### config.mk
export PLATFORM = sky130hd
export DESIGN_NAME = mem_access_ctrl_flat
export DESIGN_NICKNAME = d
export VERILOG_FILES = /design/src/rtl/cpu_pkg.sv /design/src/rtl/mem_access_ctrl_if.sv /design/src/rtl/mem_access_ctrl_wait_counter.sv /design/src/rtl/mem_access_ctrl.sv /design/src/flat_wrapper.sv
export SDC_FILE = /design/constraint.sdc
export NUM_CORES = 1
export LEC_CHECK = 0
export ABC_AREA = 0
export ABC_CLOCK_PERIOD_IN_PS = 2700
export BUFFER_PORTS_ARGS = -buffer_cell sky130_fd_sc_hd__buf_4
export CORE_ASPECT_RATIO = 1.4
export CORE_UTILIZATION = 45
export CTS_CLUSTER_DIAMETER = 120
export DETAILED_ROUTE_END_ITERATION = 8
export GPL_TIMING_DRIVEN = 0
export PLACE_DENSITY = 0.92
export SKIP_LAST_GASP = 1
export SLEW_MARGIN = 25
export SYNTH_ARGS = -nofsm -noshare
export SYNTH_HDL_FRONTEND = slang
export SYNTH_SLANG_ARGS = --single-unit
### constraint.sdc
create_clock -name clk -period 2.7 [get_ports clk]
set_clock_uncertainty 0.05 [all_clocks]
set_input_delay 0.405 -clock clk [delete_from_list [all_inputs] [get_ports clk]]
set_output_delay 0.405 -clock clk [all_outputs]
set_load 0.01 [all_outputs]
### src/rtl/cpu_pkg.sv
// Shared definitions for the CPU memory stage: memory opcodes, the
// load/store controller state encoding, and a small opcode decoder.
package cpu_pkg;

    localparam logic [3:0] OP_LDR = 4'b1001;
    localparam logic [3:0] OP_STR = 4'b1010;

    typedef enum logic [1:0] {
        IDLE   = 2'd0,
        ACCESS = 2'd1,
        DONE   = 2'd2
    } state_e;

    // True for opcodes that need the RAM bus (LDR or STR).
    function automatic logic is_mem_op(input logic [3:0] op);
        return (op == OP_LDR) || (op == OP_STR);
    endfunction

endpackage

### src/rtl/mem_access_ctrl_if.sv
// Shared RAM bus between the memory-access controller (master) and the RAM
// (slave).
//   mem_addr/mem_en/mem_rw/mem_wdata : request, driven by the controller
//   mem_rdata/mem_ready              : response, driven by the RAM
// mem_rw: 1 = read, 0 = write.
interface mem_access_ctrl_if #(
    parameter int ADDR_W = 16,
    parameter int DATA_W = 32
);
    logic [ADDR_W-1:0] mem_addr;
    logic              mem_en;
    logic              mem_rw;
    logic [DATA_W-1:0] mem_wdata;
    logic [DATA_W-1:0] mem_rdata;
    logic              mem_ready;

    modport master (
        output mem_addr, mem_en, mem_rw, mem_wdata,
        input  mem_rdata, mem_ready
    );

    modport slave (
        input  mem_addr, mem_en, mem_rw, mem_wdata,
        output mem_rdata, mem_ready
    );
endinterface

### src/rtl/mem_access_ctrl_wait_counter.sv
// Access-cycle counter for the memory-access controller.
//   clk, rst_n  : clock, asynchronous active-low reset
//   clr         : synchronous clear (wins over en)
//   en          : increment this cycle
//   wait_met    : count >= WAIT_STATES, RAM completion may be sampled
//   timeout_hit : count == TIMEOUT-1, last cycle before abort
module wait_counter #(
    parameter int WAIT_STATES = 0,
    parameter int TIMEOUT     = 64,
    parameter int CNT_W       = $clog2(TIMEOUT + 1)
) (
    input  logic clk,
    input  logic rst_n,
    input  logic clr,
    input  logic en,
    output logic wait_met,
    output logic timeout_hit
);

    logic [CNT_W-1:0] cnt_q, cnt_d;

    always_comb begin
        cnt_d = cnt_q;
        if (clr)     cnt_d = '0;
        else if (en) cnt_d = cnt_q + CNT_W'(1);
    end

    always_ff @(posedge clk or negedge rst_n) begin
        if (!rst_n) cnt_q <= '0;
        else        cnt_q <= cnt_d;
    end

    // With no wait states the comparison is trivially true; tie it off so
    // no always-true unsigned compare is built.
    if (WAIT_STATES == 0) begin : g_no_wait
        assign wait_met = 1'b1;
    end else begin : g_wait
        assign wait_met = (cnt_q >= CNT_W'(WAIT_STATES));
    end

    assign timeout_hit = (cnt_q == CNT_W'(TIMEOUT - 1));

endmodule

### src/rtl/mem_access_ctrl.sv
// Multi-cycle load/store controller for the CPU memory stage.
// Arbitrates the shared RAM bus between instruction fetch (IDLE/DONE) and
// data access (ACCESS), stalls the pipeline while an access is outstanding,
// and returns a registered write-back value (load data or ALU result).
//   clk, rst_n            : clock, asynchronous active-low reset
//   op_valid, opcode      : memory-stage instruction
//   source1               : address operand (low ADDR_W bits used)
//   source2               : store data
//   alu_result            : write-back value for non-memory ops
//   fetch_addr            : PC, drives the bus when fetch owns it
//   mem                   : RAM bus (master side)
//   address_sel           : 1 = data access owns the bus
//   ldr_sel               : write-back source is load data
//   stall                 : freeze fetch/decode, hold memory-stage inputs
//   wb_valid, wb_data     : one-cycle write-back strobe and value
//   err                   : one-cycle access timeout pulse
module mem_access_ctrl
    import cpu_pkg::*;
#(
    parameter int ADDR_W      = 16,
    parameter int DATA_W      = 32,
    parameter int WAIT_STATES = 0,
    parameter int TIMEOUT     = 64
) (
    input  logic              clk,
    input  logic              rst_n,
    input  logic              op_valid,
    input  logic [3:0]        opcode,
    input  logic [DATA_W-1:0] source1,
    input  logic [DATA_W-1:0] source2,
    input  logic [DATA_W-1:0] alu_result,
    input  logic [ADDR_W-1:0] fetch_addr,
    mem_access_ctrl_if.master mem,
    output logic              address_sel,
    output logic              ldr_sel,
    output logic              stall,
    output logic              wb_valid,
    output logic [DATA_W-1:0] wb_data,
    output logic              err
);

    state_e            state_q, state_d;
    logic [ADDR_W-1:0] addr_q, addr_d;
    logic [DATA_W-1:0] wdata_q, wdata_d;
    logic              is_load_q, is_load_d;
    logic              wb_valid_q, wb_valid_d;
    logic [DATA_W-1:0] wb_data_q, wb_data_d;
    logic              ldr_sel_q, ldr_sel_d;
    logic              err_q, err_d;

    logic accept, in_access, complete, timeout;
    logic wait_met, timeout_hit;

    assign accept    = (state_q == IDLE) && op_valid && is_mem_op(opcode);
    assign in_access = (state_q == ACCESS);
    // mem_ready only counts once the minimum wait has elapsed.
    assign complete  = in_access && wait_met && mem.mem_ready;
    // Completion on the last allowed cycle still wins over the abort.
    assign timeout   = in_access && !complete && timeout_hit;

    wait_counter #(
        .WAIT_STATES (WAIT_STATES),
        .TIMEOUT     (TIMEOUT)
    ) u_wait_counter (
        .clk         (clk),
        .rst_n       (rst_n),
        .clr         (accept),
        .en          (in_access),
        .wait_met    (wait_met),
        .timeout_hit (timeout_hit)
    );

    always_comb begin
        state_d    = state_q;
        addr_d     = addr_q;
        wdata_d    = wdata_q;
        is_load_d  = is_load_q;
        wb_data_d  = wb_data_q;
        ldr_sel_d  = ldr_sel_q;
        wb_valid_d = 1'b0;
        err_d      = 1'b0;
        case (state_q)
            IDLE: begin
                if (accept) begin
                    state_d   = ACCESS;
                    addr_d    = source1[ADDR_W-1:0];
                    wdata_d   = source2;
                    is_load_d = (opcode == OP_LDR);
                end else if (op_valid) begin
                    wb_valid_d = 1'b1;
                    wb_data_d  = alu_result;
                    ldr_sel_d  = 1'b0;
                end
            end
            ACCESS: begin
                if (complete) begin
                    state_d = DONE;
                    // Write-back is registered here so it is visible in DONE.
                    if (is_load_q) begin
                        wb_valid_d = 1'b1;
                        wb_data_d  = mem.mem_rdata;
                        ldr_sel_d  = 1'b1;
                    end
                end else if (timeout) begin
                    state_d = IDLE;
                    err_d   = 1'b1;
                end
            end
            DONE:    state_d = IDLE;
            default: state_d = IDLE;
        endcase
    end

    always_ff @(posedge clk or negedge rst_n) begin
        if (!rst_n) begin
            state_q    <= IDLE;
            addr_q     <= '0;
            wdata_q    <= '0;
            is_load_q  <= 1'b0;
            wb_valid_q <= 1'b0;
            wb_data_q  <= '0;
            ldr_sel_q  <= 1'b0;
            err_q      <= 1'b0;
        end else begin
            state_q    <= state_d;
            addr_q     <= addr_d;
            wdata_q    <= wdata_d;
            is_load_q  <= is_load_d;
            wb_valid_q <= wb_valid_d;
            wb_data_q  <= wb_data_d;
            ldr_sel_q  <= ldr_sel_d;
            err_q      <= err_d;
        end
    end

    // Fetch/data bus mux: the bus belongs to fetch except during ACCESS.
    assign mem.mem_addr  = in_access ? addr_q : fetch_addr;
    assign mem.mem_en    = 1'b1;
    assign mem.mem_rw    = in_access ? is_load_q : 1'b1;
    assign mem.mem_wdata = wdata_q;

    assign address_sel = in_access;
    assign stall       = accept || in_access;
    assign wb_valid    = wb_valid_q;
    assign wb_data     = wb_data_q;
    assign ldr_sel     = ldr_sel_q;
    assign err         = err_q;

    // Address bits above ADDR_W are intentionally ignored.
    if (DATA_W > ADDR_W) begin : g_addr_hi
        logic unused_addr_hi;
        assign unused_addr_hi = ^source1[DATA_W-1:ADDR_W];
    end

endmodule

### src/flat_wrapper.sv
// flat-port wrapper written by rule: the top's interface ports become plain ports
module mem_access_ctrl_flat import cpu_pkg::*;
#(
    parameter int ADDR_W      = 16,
    parameter int DATA_W      = 32,
    parameter int WAIT_STATES = 0,
    parameter int TIMEOUT     = 64
)
  (clk, rst_n, op_valid, opcode, source1, source2, alu_result, fetch_addr, address_sel, ldr_sel, stall, wb_valid, wb_data, err, mem_mem_addr, mem_mem_en, mem_mem_rw, mem_mem_wdata, mem_mem_rdata, mem_mem_ready);
  mem_access_ctrl_if #(.ADDR_W(ADDR_W), .DATA_W(DATA_W)) mem_i ();
  input  logic clk;
  input  logic rst_n;
  input  logic op_valid;
  input  logic [3:0] opcode;
  input  logic [DATA_W-1:0] source1;
  input  logic [DATA_W-1:0] source2;
  input  logic [DATA_W-1:0] alu_result;
  input  logic [ADDR_W-1:0] fetch_addr;
  output logic address_sel;
  output logic ldr_sel;
  output logic stall;
  output logic wb_valid;
  output logic [DATA_W-1:0] wb_data;
  output logic err;
  output wire logic [$bits(mem_i.mem_addr)-1:0] mem_mem_addr;
  output wire logic [$bits(mem_i.mem_en)-1:0] mem_mem_en;
  output wire logic [$bits(mem_i.mem_rw)-1:0] mem_mem_rw;
  output wire logic [$bits(mem_i.mem_wdata)-1:0] mem_mem_wdata;
  input wire logic [$bits(mem_i.mem_rdata)-1:0] mem_mem_rdata;
  input wire logic [$bits(mem_i.mem_ready)-1:0] mem_mem_ready;
  assign mem_mem_addr = mem_i.mem_addr;
  assign mem_mem_en = mem_i.mem_en;
  assign mem_mem_rw = mem_i.mem_rw;
  assign mem_mem_wdata = mem_i.mem_wdata;
  assign mem_i.mem_rdata = mem_mem_rdata;
  assign mem_i.mem_ready = mem_mem_ready;
  mem_access_ctrl #(.ADDR_W(ADDR_W), .DATA_W(DATA_W), .WAIT_STATES(WAIT_STATES), .TIMEOUT(TIMEOUT)) u_core (.clk(clk), .rst_n(rst_n), .op_valid(op_valid), .opcode(opcode), .source1(source1), .source2(source2), .alu_result(alu_result), .fetch_addr(fetch_addr), .mem(mem_i), .address_sel(address_sel), .ldr_sel(ldr_sel), .stall(stall), .wb_valid(wb_valid), .wb_data(wb_data), .err(err));
endmodule
==> results.py <==
metrics = {
    "pwr": {
        "leakage_nw": 3.265,
        "power.density_mw_per_mm2": 678.7,
        "p_int_mw": 3.148,
        "p_sw_frac": 0.2963,
        "ir_drop_v": 0.0003259,
        "clkPwrFrac": 0.266,
        "p_comb_frac": 0.297,
        "p_seq_frac": 0.437,
        "finalPower_mw": 4.474,
        "switching_power_mw": 1.326,
    },
    "yosys": {
        "synth_area_leaders": "dfrtp_1, mux2_1, a221oi_1",
        "ys.warnings.count": 0,
        "syn_nets": 559,
        "synthArstFlopShare": 1.000,
        "synth_seq_cells": 93,
        "syn_inst": 406,
        "synth-edff-count": 0,
        "synth_flop_cell": "dfrtp_1",
        "netlist.area_leader.share": 0.5204,
        "syn-cell-area_mm2": 0.004472,
        "syn_avg_cell_area_um2": 11.01,
        "synth_area_leader_cell": "dfrtp_1",
        "ys_seq_area_frac": 0.5204,
        "synthDistinctLibCells": 36,
    },
    "final_layout": {
        "drive_above_1_share": 0.3981,
        "antenna_cells": 0,
        "area_growth_pct": 47.40,
        "nNetsFinal": 791,
        "final_core_util": 0.6892,
        "fillers": 739,
    },
    "sta": {
        "hold_viol": 0,
        "fin_crit_sh": 0.9279,
        "maxSlewHeadroom": 0.4355,
        "max_freq_mhz": 399.2,
        "setup_viol_count_final": 0,
        "fin_crit_ps": 2505,
        "rsz0062_at_grt": "no",
        "worst_slew_pin_slew_ps": 846.8,
        "slew_viol_final": 0,
        "holdWs_ps": 76.16,
        "tns_ps": 0,
    },
    "cts": {
        "postCtsHoldBufs": 0,
        "path_clk_slew_ps": 70,
        "cts_max_level": 3,
        "cts_root_buf": "clkbuf_16",
        "cts.sinks": 93,
        "numCtsBuffers": 9,
        "cts_buffer_depth": 2,
        "cts_tree": "done",
        "post-cts-setup-buffer-count": 0,
        "clock_latency_ps": 330,
    },
    "global_routing": {
        "grt_usage": 0.2407,
        "first_global_vias": 4239,
        "grt_pass1_wl_um": 19520,
        "grt_max_degree": 94,
        "antenna_found_initial": 0,
        "grt.overflow.total": 0,
    },
    "floorplanning": {
        "rows": 42,
        "die_y_um": 120.0,
        "die_w_um": 86.25,
        "core-area_mm2": 0.009564,
        "die_area_mm2": 0.01035,
        "start_util": 0.4676,
        "ioPinCount": 239,
    },
    "drt": {
        "drt_iter0_markers": 129,
        "drc": 0,
        "via_count": 4089,
        "ant_nets": 0,
        "dr.pass1.iters": 4,
        "finalWirelength_um": 12550,
        "wl_per_cell_um": 16.19,
        "vias_per_cell": 5.276,
    },
    "setup_path": {
        "crit_path_start_kind": "flop",
        "required_ps": 2250,
        "path_class": "reg2out",
        "cp-end-kind": "primary output",
        "crit_arrival_ps": 2050,
        "crit_path_max_fanout": 10,
    },
    "worst_hold_path": {
        "hp-class": "in2async",
    },
    "placement": {
        "gp_congestion": 0.8312,
        "io_buffer_count": 221,
        "place_hpwl_um": 9727,
    },
    "job": {
        "maxCapViolCount": 0,
    },
    "outcome": {
        "status": "complete, no violations",
    },
}
-- timing repair --
action | in CTS | in global routing
pin swaps | 0 | 0
endpoints found under the setup margin | 7 | 15
resized for setup | 3 | 4
-- state kept, by name, summed over array words and instances, names as in the netlist --
name	flops
u_core.u_wait_counter.cnt_q	7
u_core.is_load_q	1
u_core.ldr_sel	1
u_core.wb_valid	1
u_core.state_q	2
u_core.mem.mem_wdata	32
u_core.addr_q	16
u_core.wb_data	32
u_core.err	1
-- metrics by stage --
step           area, um2  worst slack, ps  cells
6_report            6591            194.8    775
5_1_grt             6591            92.93    775
4_1_cts             6589            68.61    775
3_5_place_dp        6300            233.8    759
3_3_place_gp        6296            290.3    759
2_1_floorplan       4472            596.1    406
-- routing by layer --
metal | up-vias | part of all wire | global-route usage
li1 | 1931 | - | -
met1 | 1965 | 0.37 | 0.2540
met2 | 181 | 0.54 | 0.4608
met3 | 12 | 0.075 | 0.05089
met4 | 0 | 0.011 | 0.08229
met5 | - | 0 | 0
-- cell type report --
| cell class | instances | area (um2) | area share |
|---|---|---|---|
| clock inverters | 6 | 46.29 | 0.007024 |
| plain buffers | 39 | 196.4 | 0.02980 |
| well taps | 132 | 165.2 | 0.02506 |
| inverters | 3 | 11.26 | 0.001708 |
| clock buffers | 10 | 239.0 | 0.03626 |
| repair buffers | 221 | 1663 | 0.2523 |
| multi-input cells | 271 | 1943 | 0.2948 |
| flip-flops and latches | 93 | 2327 | 0.3531 |
-- worst paths after layout --
| path | startpoint | end | slack [ps] | depth (start not counted) |
|---|---|---|---|---|
| hold / removal | rst_n | u_core.addr_q[12] | 80 | 1 |
| hold reg to reg | u_core.addr_q[14] | u_core.addr_q[14] | 440 | 1 |
| min in group clk | opcode[1] | u_core.is_load_q | 200 | 2 |
| setup reg to reg | u_core.state_q[1] | u_core.mem.mem_wdata[3] | 280 | 5 |
| max in group asynchronous | rst_n | u_core.wb_data[17] | 1910 | 1 |
| setup / recovery | u_core.state_q[1] | stall | 190 | 5 |
-- synth_stat cells, types with 2 or more instances --
master,count
a21oi_1,5
a221oi_1,32
a22oi_1,32
and3b_1,32
buf_2,2
buf_6,5
clkbuf_1,31
dfrtp_1,93
inv_1,3
mux2_1,43
mux2_2,5
nand2_1,54
nand2b_1,3
nor2_1,35
o21ai_0,3
o31ai_1,3
or3_1,5
xnor2_1,2
-- cells by family after synthesis --
family / share of synthesized area
simple gates: 0.1684
flops: 0.5204
compound gates: 0.1357
mux: 0.1209
buf+inv: 0.04505
xor+xnor: 0.005877
fa+ha+maj: 0.002798
other cells: 0.0008386
-- power by group through the flow --
stage	sequential (mW)	clock, mW	combinational, mW
after global placement	1.94	0	1.29
after global routing	1.99	1.28	1.44
final	1.95	1.19	1.33
after CTS	1.95	1.22	1.34
after detailed placement	1.98	0	1.34
after floorplan	2.05	0	0.488
-- worst max-delay path, cell delays in order (launching register included) --
cell	delay, ps
dfrtp_1	500
or3b_1	400
buf_2	200
or3_1	410
nand2_1	80
buf_4	130
-- placed cells by master, fill, tap and decap left out, drive strengths merged, types with 2 or more instances in the layout --
cell      synthesis  routed
inv               3       5
o31ai             3       3
dfrtp            93      93
xnor2             2       2
clkinvlp          0       2
buf               8     229
clkbuf           31      41
o21ai             3       3
clkinv            0       2
mux2             48      48
nand2            54      54
a22oi            32      32
and3b            32      32
nor3              2       2
nor2             35      35
a221oi           32      32
a21oi             5       5
or3               5       5
nand2b            3       3
Note: power is estimated with default switching activity, not from simulation.
